--- src/rtl/muldiv_pkg.sv ---
// Shared definitions for the sequential multiply/divide unit:
// controller state encoding and operation select constants.
package muldiv_pkg;

    typedef enum logic [2:0] {
        ST_IDLE,
        ST_PREP,
        ST_RUN,
        ST_FIX,
        ST_DONE
    } state_t;

    localparam logic OP_MUL = 1'b0;
    localparam logic OP_DIV = 1'b1;

endpackage

--- src/rtl/muldiv_seq_cond_neg.sv ---
// Conditional two's-complement negation, shared by the operand magnitude
// stage and the result sign-fix stage of muldiv_seq.
module cond_neg #(
    parameter int W = 32
) (
    input  logic [W-1:0] data_i,
    input  logic         neg_i,
    output logic [W-1:0] data_o
);

    assign data_o = neg_i ? (~data_i + W'(1)) : data_i;

endmodule

--- src/rtl/muldiv_seq.sv ---
// Iterative multiply/divide unit: one shift-add (multiply) or restoring
// shift-subtract (divide) step per cycle on operand magnitudes, sign fixed at the end.
module muldiv_seq
    import muldiv_pkg::*;
#(
    parameter int WIDTH     = 32,
    parameter bit SIGNED_EN = 1'b1
) (
    input  logic             clk,
    input  logic             reset,
    input  logic             start,
    input  logic             op,
    input  logic             signed_mode,
    input  logic             flush,
    input  logic [WIDTH-1:0] a,
    input  logic [WIDTH-1:0] b,
    output logic [WIDTH-1:0] hi,
    output logic [WIDTH-1:0] lo,
    output logic             busy,
    output logic             done,
    output logic             div_zero
);

    localparam int CNT_W = $clog2(WIDTH + 1);

    state_t             state_q,   state_d;
    logic [WIDTH-1:0]   aOp_q,     aOp_d;
    logic [WIDTH-1:0]   bOp_q,     bOp_d;
    logic               op_q,      op_d;
    logic               sgn_q,     sgn_d;
    logic               negRes_q,  negRes_d;
    logic               negRem_q,  negRem_d;
    logic [WIDTH-1:0]   accHi_q,   accHi_d;
    logic [WIDTH-1:0]   accLo_q,   accLo_d;
    logic [CNT_W-1:0]   cnt_q,     cnt_d;
    logic [WIDTH-1:0]   hi_q,      hi_d;
    logic [WIDTH-1:0]   lo_q,      lo_d;
    logic               divZero_q, divZero_d;

    logic [WIDTH-1:0]   absA, absB, remOut;
    logic [2*WIDTH-1:0] fixIn, fixOut;
    logic [WIDTH:0]     mulSum, divShift, divDiff;

    cond_neg #(.W(WIDTH)) uNegA (
        .data_i (aOp_q),
        .neg_i  (sgn_q & aOp_q[WIDTH-1]),
        .data_o (absA)
    );

    cond_neg #(.W(WIDTH)) uNegB (
        .data_i (bOp_q),
        .neg_i  (sgn_q & bOp_q[WIDTH-1]),
        .data_o (absB)
    );

    // Quotient negation reuses the wide negator: the low half of a 2W-bit
    // negation of {0, q} is exactly the W-bit negation of q.
    assign fixIn = (op_q == OP_MUL) ? {accHi_q, accLo_q} : {{WIDTH{1'b0}}, accLo_q};

    cond_neg #(.W(2 * WIDTH)) uNegRes (
        .data_i (fixIn),
        .neg_i  (negRes_q),
        .data_o (fixOut)
    );

    cond_neg #(.W(WIDTH)) uNegRem (
        .data_i (accHi_q),
        .neg_i  (negRem_q),
        .data_o (remOut)
    );

    assign mulSum   = {1'b0, accHi_q} + (accLo_q[0] ? {1'b0, bOp_q} : '0);
    assign divShift = {accHi_q, accLo_q[WIDTH-1]};
    assign divDiff  = divShift - {1'b0, bOp_q};

    always_comb begin
        state_d   = state_q;
        aOp_d     = aOp_q;
        bOp_d     = bOp_q;
        op_d      = op_q;
        sgn_d     = sgn_q;
        negRes_d  = negRes_q;
        negRem_d  = negRem_q;
        accHi_d   = accHi_q;
        accLo_d   = accLo_q;
        cnt_d     = cnt_q;
        hi_d      = hi_q;
        lo_d      = lo_q;
        divZero_d = divZero_q;

        unique case (state_q)
            ST_IDLE: begin
                if (start) begin
                    state_d   = ST_PREP;
                    aOp_d     = a;
                    bOp_d     = b;
                    op_d      = op;
                    sgn_d     = SIGNED_EN && signed_mode;
                    divZero_d = 1'b0;
                end
            end
            ST_PREP: begin
                negRes_d = sgn_q & (aOp_q[WIDTH-1] ^ bOp_q[WIDTH-1]);
                negRem_d = sgn_q & aOp_q[WIDTH-1];
                accHi_d  = '0;
                accLo_d  = absA;
                bOp_d    = absB;
                cnt_d    = '0;
                if (op_q == OP_DIV && bOp_q == '0) begin
                    divZero_d = 1'b1;
                    state_d   = ST_DONE;
                end else begin
                    state_d = ST_RUN;
                end
            end
            ST_RUN: begin
                cnt_d = cnt_q + CNT_W'(1);
                if (op_q == OP_MUL) begin
                    {accHi_d, accLo_d} = {mulSum, accLo_q[WIDTH-1:1]};
                end else if (!divDiff[WIDTH]) begin
                    accHi_d = divDiff[WIDTH-1:0];
                    accLo_d = {accLo_q[WIDTH-2:0], 1'b1};
                end else begin
                    accHi_d = divShift[WIDTH-1:0];
                    accLo_d = {accLo_q[WIDTH-2:0], 1'b0};
                end
                if (cnt_q == CNT_W'(WIDTH - 1)) begin
                    state_d = ST_FIX;
                end
            end
            ST_FIX: begin
                if (op_q == OP_MUL) begin
                    {hi_d, lo_d} = fixOut;
                end else begin
                    hi_d = remOut;
                    lo_d = fixOut[WIDTH-1:0];
                end
                state_d = ST_DONE;
            end
            ST_DONE: begin
                state_d = ST_IDLE;
            end
            default: begin
                state_d = ST_IDLE;
            end
        endcase

        // An abort leaves every visible result exactly as it was.
        if (flush && state_q != ST_IDLE) begin
            state_d   = ST_IDLE;
            hi_d      = hi_q;
            lo_d      = lo_q;
            divZero_d = divZero_q;
        end
    end

    always_ff @(posedge clk or negedge reset) begin
        if (!reset) begin
            state_q   <= ST_IDLE;
            aOp_q     <= '0;
            bOp_q     <= '0;
            op_q      <= 1'b0;
            sgn_q     <= 1'b0;
            negRes_q  <= 1'b0;
            negRem_q  <= 1'b0;
            accHi_q   <= '0;
            accLo_q   <= '0;
            cnt_q     <= '0;
            hi_q      <= '0;
            lo_q      <= '0;
            divZero_q <= 1'b0;
        end else begin
            state_q   <= state_d;
            aOp_q     <= aOp_d;
            bOp_q     <= bOp_d;
            op_q      <= op_d;
            sgn_q     <= sgn_d;
            negRes_q  <= negRes_d;
            negRem_q  <= negRem_d;
            accHi_q   <= accHi_d;
            accLo_q   <= accLo_d;
            cnt_q     <= cnt_d;
            hi_q      <= hi_d;
            lo_q      <= lo_d;
            divZero_q <= divZero_d;
        end
    end

    assign hi       = hi_q;
    assign lo       = lo_q;
    assign busy     = (state_q != ST_IDLE);
    assign done     = (state_q == ST_DONE);
    assign div_zero = divZero_q;

endmodule

--- config.mk ---
export PLATFORM = sky130hd
export DESIGN_NAME = muldiv_seq
export DESIGN_NICKNAME = d
export VERILOG_FILES = /design/src/rtl/muldiv_pkg.sv /design/src/rtl/muldiv_seq_cond_neg.sv /design/src/rtl/muldiv_seq.sv
export SDC_FILE = /design/constraint.sdc
export NUM_CORES = 1
export LEC_CHECK = 0
export ABC_AREA = 1
export BUFFER_PORTS_ARGS = -buffer_cell sky130_fd_sc_hd__buf_4
export CORE_MARGIN = 3
export CORE_UTILIZATION = 40
export CTS_CLUSTER_DIAMETER = 200
export DETAILED_ROUTE_END_ITERATION = 7
export PLACE_DENSITY = 0.66
export SYNTH_ARGS = -nofsm -noshare
export SYNTH_HDL_FRONTEND = slang
export SYNTH_SLANG_ARGS = --single-unit
export TNS_END_PERCENT = 1
--- constraint.sdc ---
create_clock -name clk -period 2.5 [get_ports clk]
set_input_delay 0.5 -clock clk [delete_from_list [all_inputs] [get_ports clk]]
set_output_delay 0.5 -clock clk [all_outputs]
set_load 0.005 [all_outputs]
==> results.yml <==
timing:
  skew_ns: 0.0243
  whs_ns: 0.106
  setup_viol: 7
  setup_ws_ns: -0.0517
  finalCritPeriodShare: 1.02
  maxSlewHeadroom: 0.509
  rsz0062_at_grt: "yes"
  fmax_mhz: 392
  tightestPinTransition_ns: 0.736
  slew_violations: 0
  min_period_ns: 2.55
  hold_viol: 0
yosys:
  synthFlopType: "dfrtp_1"
  syn-num-nets: 2933
  yosysTopAreaCell: "dfrtp_1"
  async_flop_share: 1.00
  synth_edf_count: 0
  synthTopCellsByCount: "nand2_1, inv_1, nor2_1"
  synth.most_common_cell: "nand2_1"
  synth_top_area_share: 0.293
  yosysSeqAreaShare: 0.293
  syn_area_um2: 17600
  synth.distinct_cells: 56
  ys_ff_latch: 206
  yosysWarnings: 0
  syn_inst: 2792
  synth.area.top_cells: "dfrtp_1, nand2_1, inv_1"
  syn_area_per_cell_um2: 6.30
clock_network:
  cts_max_level: 1
  tritoncts: "built"
  root_buffer: "clkbuf_16"
  path_clk_slew_ns: 0.06
  clk-insertion-delay-late_ns: 0.57
  cts_buffers: 25
  clock_sinks: 206
  cts_buffer_depth: 3
die:
  die_x_um: 216
  pin_count: 137
  die_area_um2: 46500
  die_h_um: 216
  rows: 76
  start_util: 0.406
  coreArea_um2: 43300
global_routing:
  antenna_found_initial: 0
  grt-ovfl-total: 0
  grtUsageTotal: 0.291
  grt_pass1_wl_mm: 107
  grt_pass1_vias: 18918
  grt_max_degree: 98
power:
  p_clk_frac: 0.113
  p_leak_nw: 11.7
  switchingPower_mw: 18.4
  p_int_mw: 17.1
  p_sw_frac: 0.518
  peakVddDrop_mv: 0.674
  pwr-share-seq: 0.182
  pwr-share-comb: 0.705
  p_per_area_nw_per_um2: 1520
critical_path:
  endpoint: "accHi_q[0]"
  crit_family: "simple AND/OR/NAND/NOR gates"
  critical-path-max-stage-delay_ns: 0.44
  crit_required_ns: 2.94
  regToRegSetupSlack_ns: -0.05
  r2r-end: "accHi_q[0]"
  cp_slowest_cell: "dfrtp_2"
  r2r_start: "bOp_q[0]"
  r2r_cells: 16
  cp_num_buf_inv: 2
  setup.worst_path.start_class: "flop"
  cp.arrival_ns: 2.99
  cp-end-kind: "flop"
  path_cells: "ha_4 > fa_2 > inv_2 > nand2_1 > nand2_1 > nand3_2 > nand2_2 > nand2_2 > nand2_4 > nand2_4 > nand3_4 > nand2_8 > inv_6 > nor2_1 > o21ai_1 > nand2_1"
  crit_top_cell: "nand2_1"
  crit_cells: 16
  critical_path_class: "flop to flop"
  crit_start: "bOp_q[0]"
  crit_fanout: 19
placement:
  place_congestion: 1.03
  port_buffers: 136
  place.detailed.hpwl_mm: 55.3
detailed_routing:
  drc: 0
  vias: 20456
  first_pass_iters: 8
  via_per_inst: 5.42
  drtIter0Drc: 1776
  ant_nets: 0
  wl_per_cell_um: 18.8
  wirelength_mm: 70.8
final_layout:
  antennaDiodeCount: 0
  utilization: 0.539
  syn_to_final_growth_pct: 32.6
  layout-drive-gt1-share: 0.237
  finalNetCount: 3312
worst_hold_path:
  hold_path.class: "input port to flop"
run_status:
  violations: "setup timing"
  outcome: "finished, violations left"
job:
  maxCapViolCount: 0
## layer usage
metal  share of wire  track usage  vias up
met5               0            0        -
met4           0.026       0.0727        0
met3           0.080       0.0372       99
met2            0.43        0.439      824
met1            0.46        0.440     9612
li1                -            -     9921
## cell type report
| type | instances | area, µm² |
|---|---|---|
| clock inverter | 18 | 243 |
| timing repair buffer | 440 | 3450 |
| sequential | 206 | 5180 |
| fill | 4350 | 20000 |
| multi-input combinational | 2156 | 11800 |
| inverter | 342 | 1290 |
| tap | 585 | 732 |
| clock buffer | 27 | 643 |
## sequential cells by signal, indices dropped and copies added (netlist names), 3 cells and up
signal and count:
state_q 3, accHi_q 32, aOp_q 32, hi 32, bOp_q 32, cnt_q 6, lo 32, accLo_q 32
## cells by family (layout without fill, tap and decap cells)
kind of cell | after synthesis | in the layout | share of synthesized area
adders and majority gates | 71 | 71 | 0.0514
xor gates and xnor gates | 78 | 78 | 0.0389
DFF | 206 | 206 | 0.293
AOI/OAI and AO/OA | 503 | 503 | 0.160
and+or+nand+nor | 1501 | 1504 | 0.361
buffers and inverters | 433 | 827 | 0.0954
## power by group through the flow
stage               registers (mW)  clock network [mW]  logic, mW
global route                  6.62                4.21       27.4
global placement              6.35                   0       22.1
finish                        6.46                4.01       25.0
floorplan                     6.04                   0       13.3
detailed placement            6.40                   0       22.3
CTS                           6.37                4.09       23.0
## stage by stage
stage	setup TNS, ns	worst slack (ns)	cell area [µm²]	power, mW	instances
after detailed placement	-4.82	-0.228	21100	28.7	3698
after floorplan	0	0.0167	17600	19.4	2792
after global routing	-3.51	-0.153	23300	38.2	3774
final	-0.131	-0.0517	23300	35.5	3774
after CTS	-0.327	-0.0524	22400	33.5	3753
after global placement	-3.36	-0.207	21100	28.4	3698
## repair_timing
action / in CTS / in global routing
pin swaps: 11 / 50
hold buffers: 1 / 0
resized for setup: 61 / 207
buffers inserted: 6 / 21
endpoints found under the setup margin: 32 / 53
gates cloned: 3 / 1
hold endpoints to repair: 51 / 0
## cell usage in the layout (no fill, tap or decap), drive strengths merged, types with 57 or more instances in the layout
cell type	Yosys	layout
nand4	57	57
nand2	855	858
ha	69	69
buf	32	438
nor2	279	279
inv	339	342
dfrtp	206	206
xor2	65	65
o21ai	236	236
nand3	226	226
a21oi	141	141
## worst min-delay path by stage
| stage | end | from | cells past startpoint |
|---|---|---|---|
| floorplan | aOp_q[0] | reset | 0 |
| global placement | hi[9] | hi[9] | 2 |
| detailed placement | hi[21] | hi[21] | 2 |
| CTS | state_q[2] | flush | 2 |
| global route | state_q[2] | flush | 2 |
| finish | state_q[2] | flush | 2 |
Note: power is estimated with default switching activity, not from simulation.
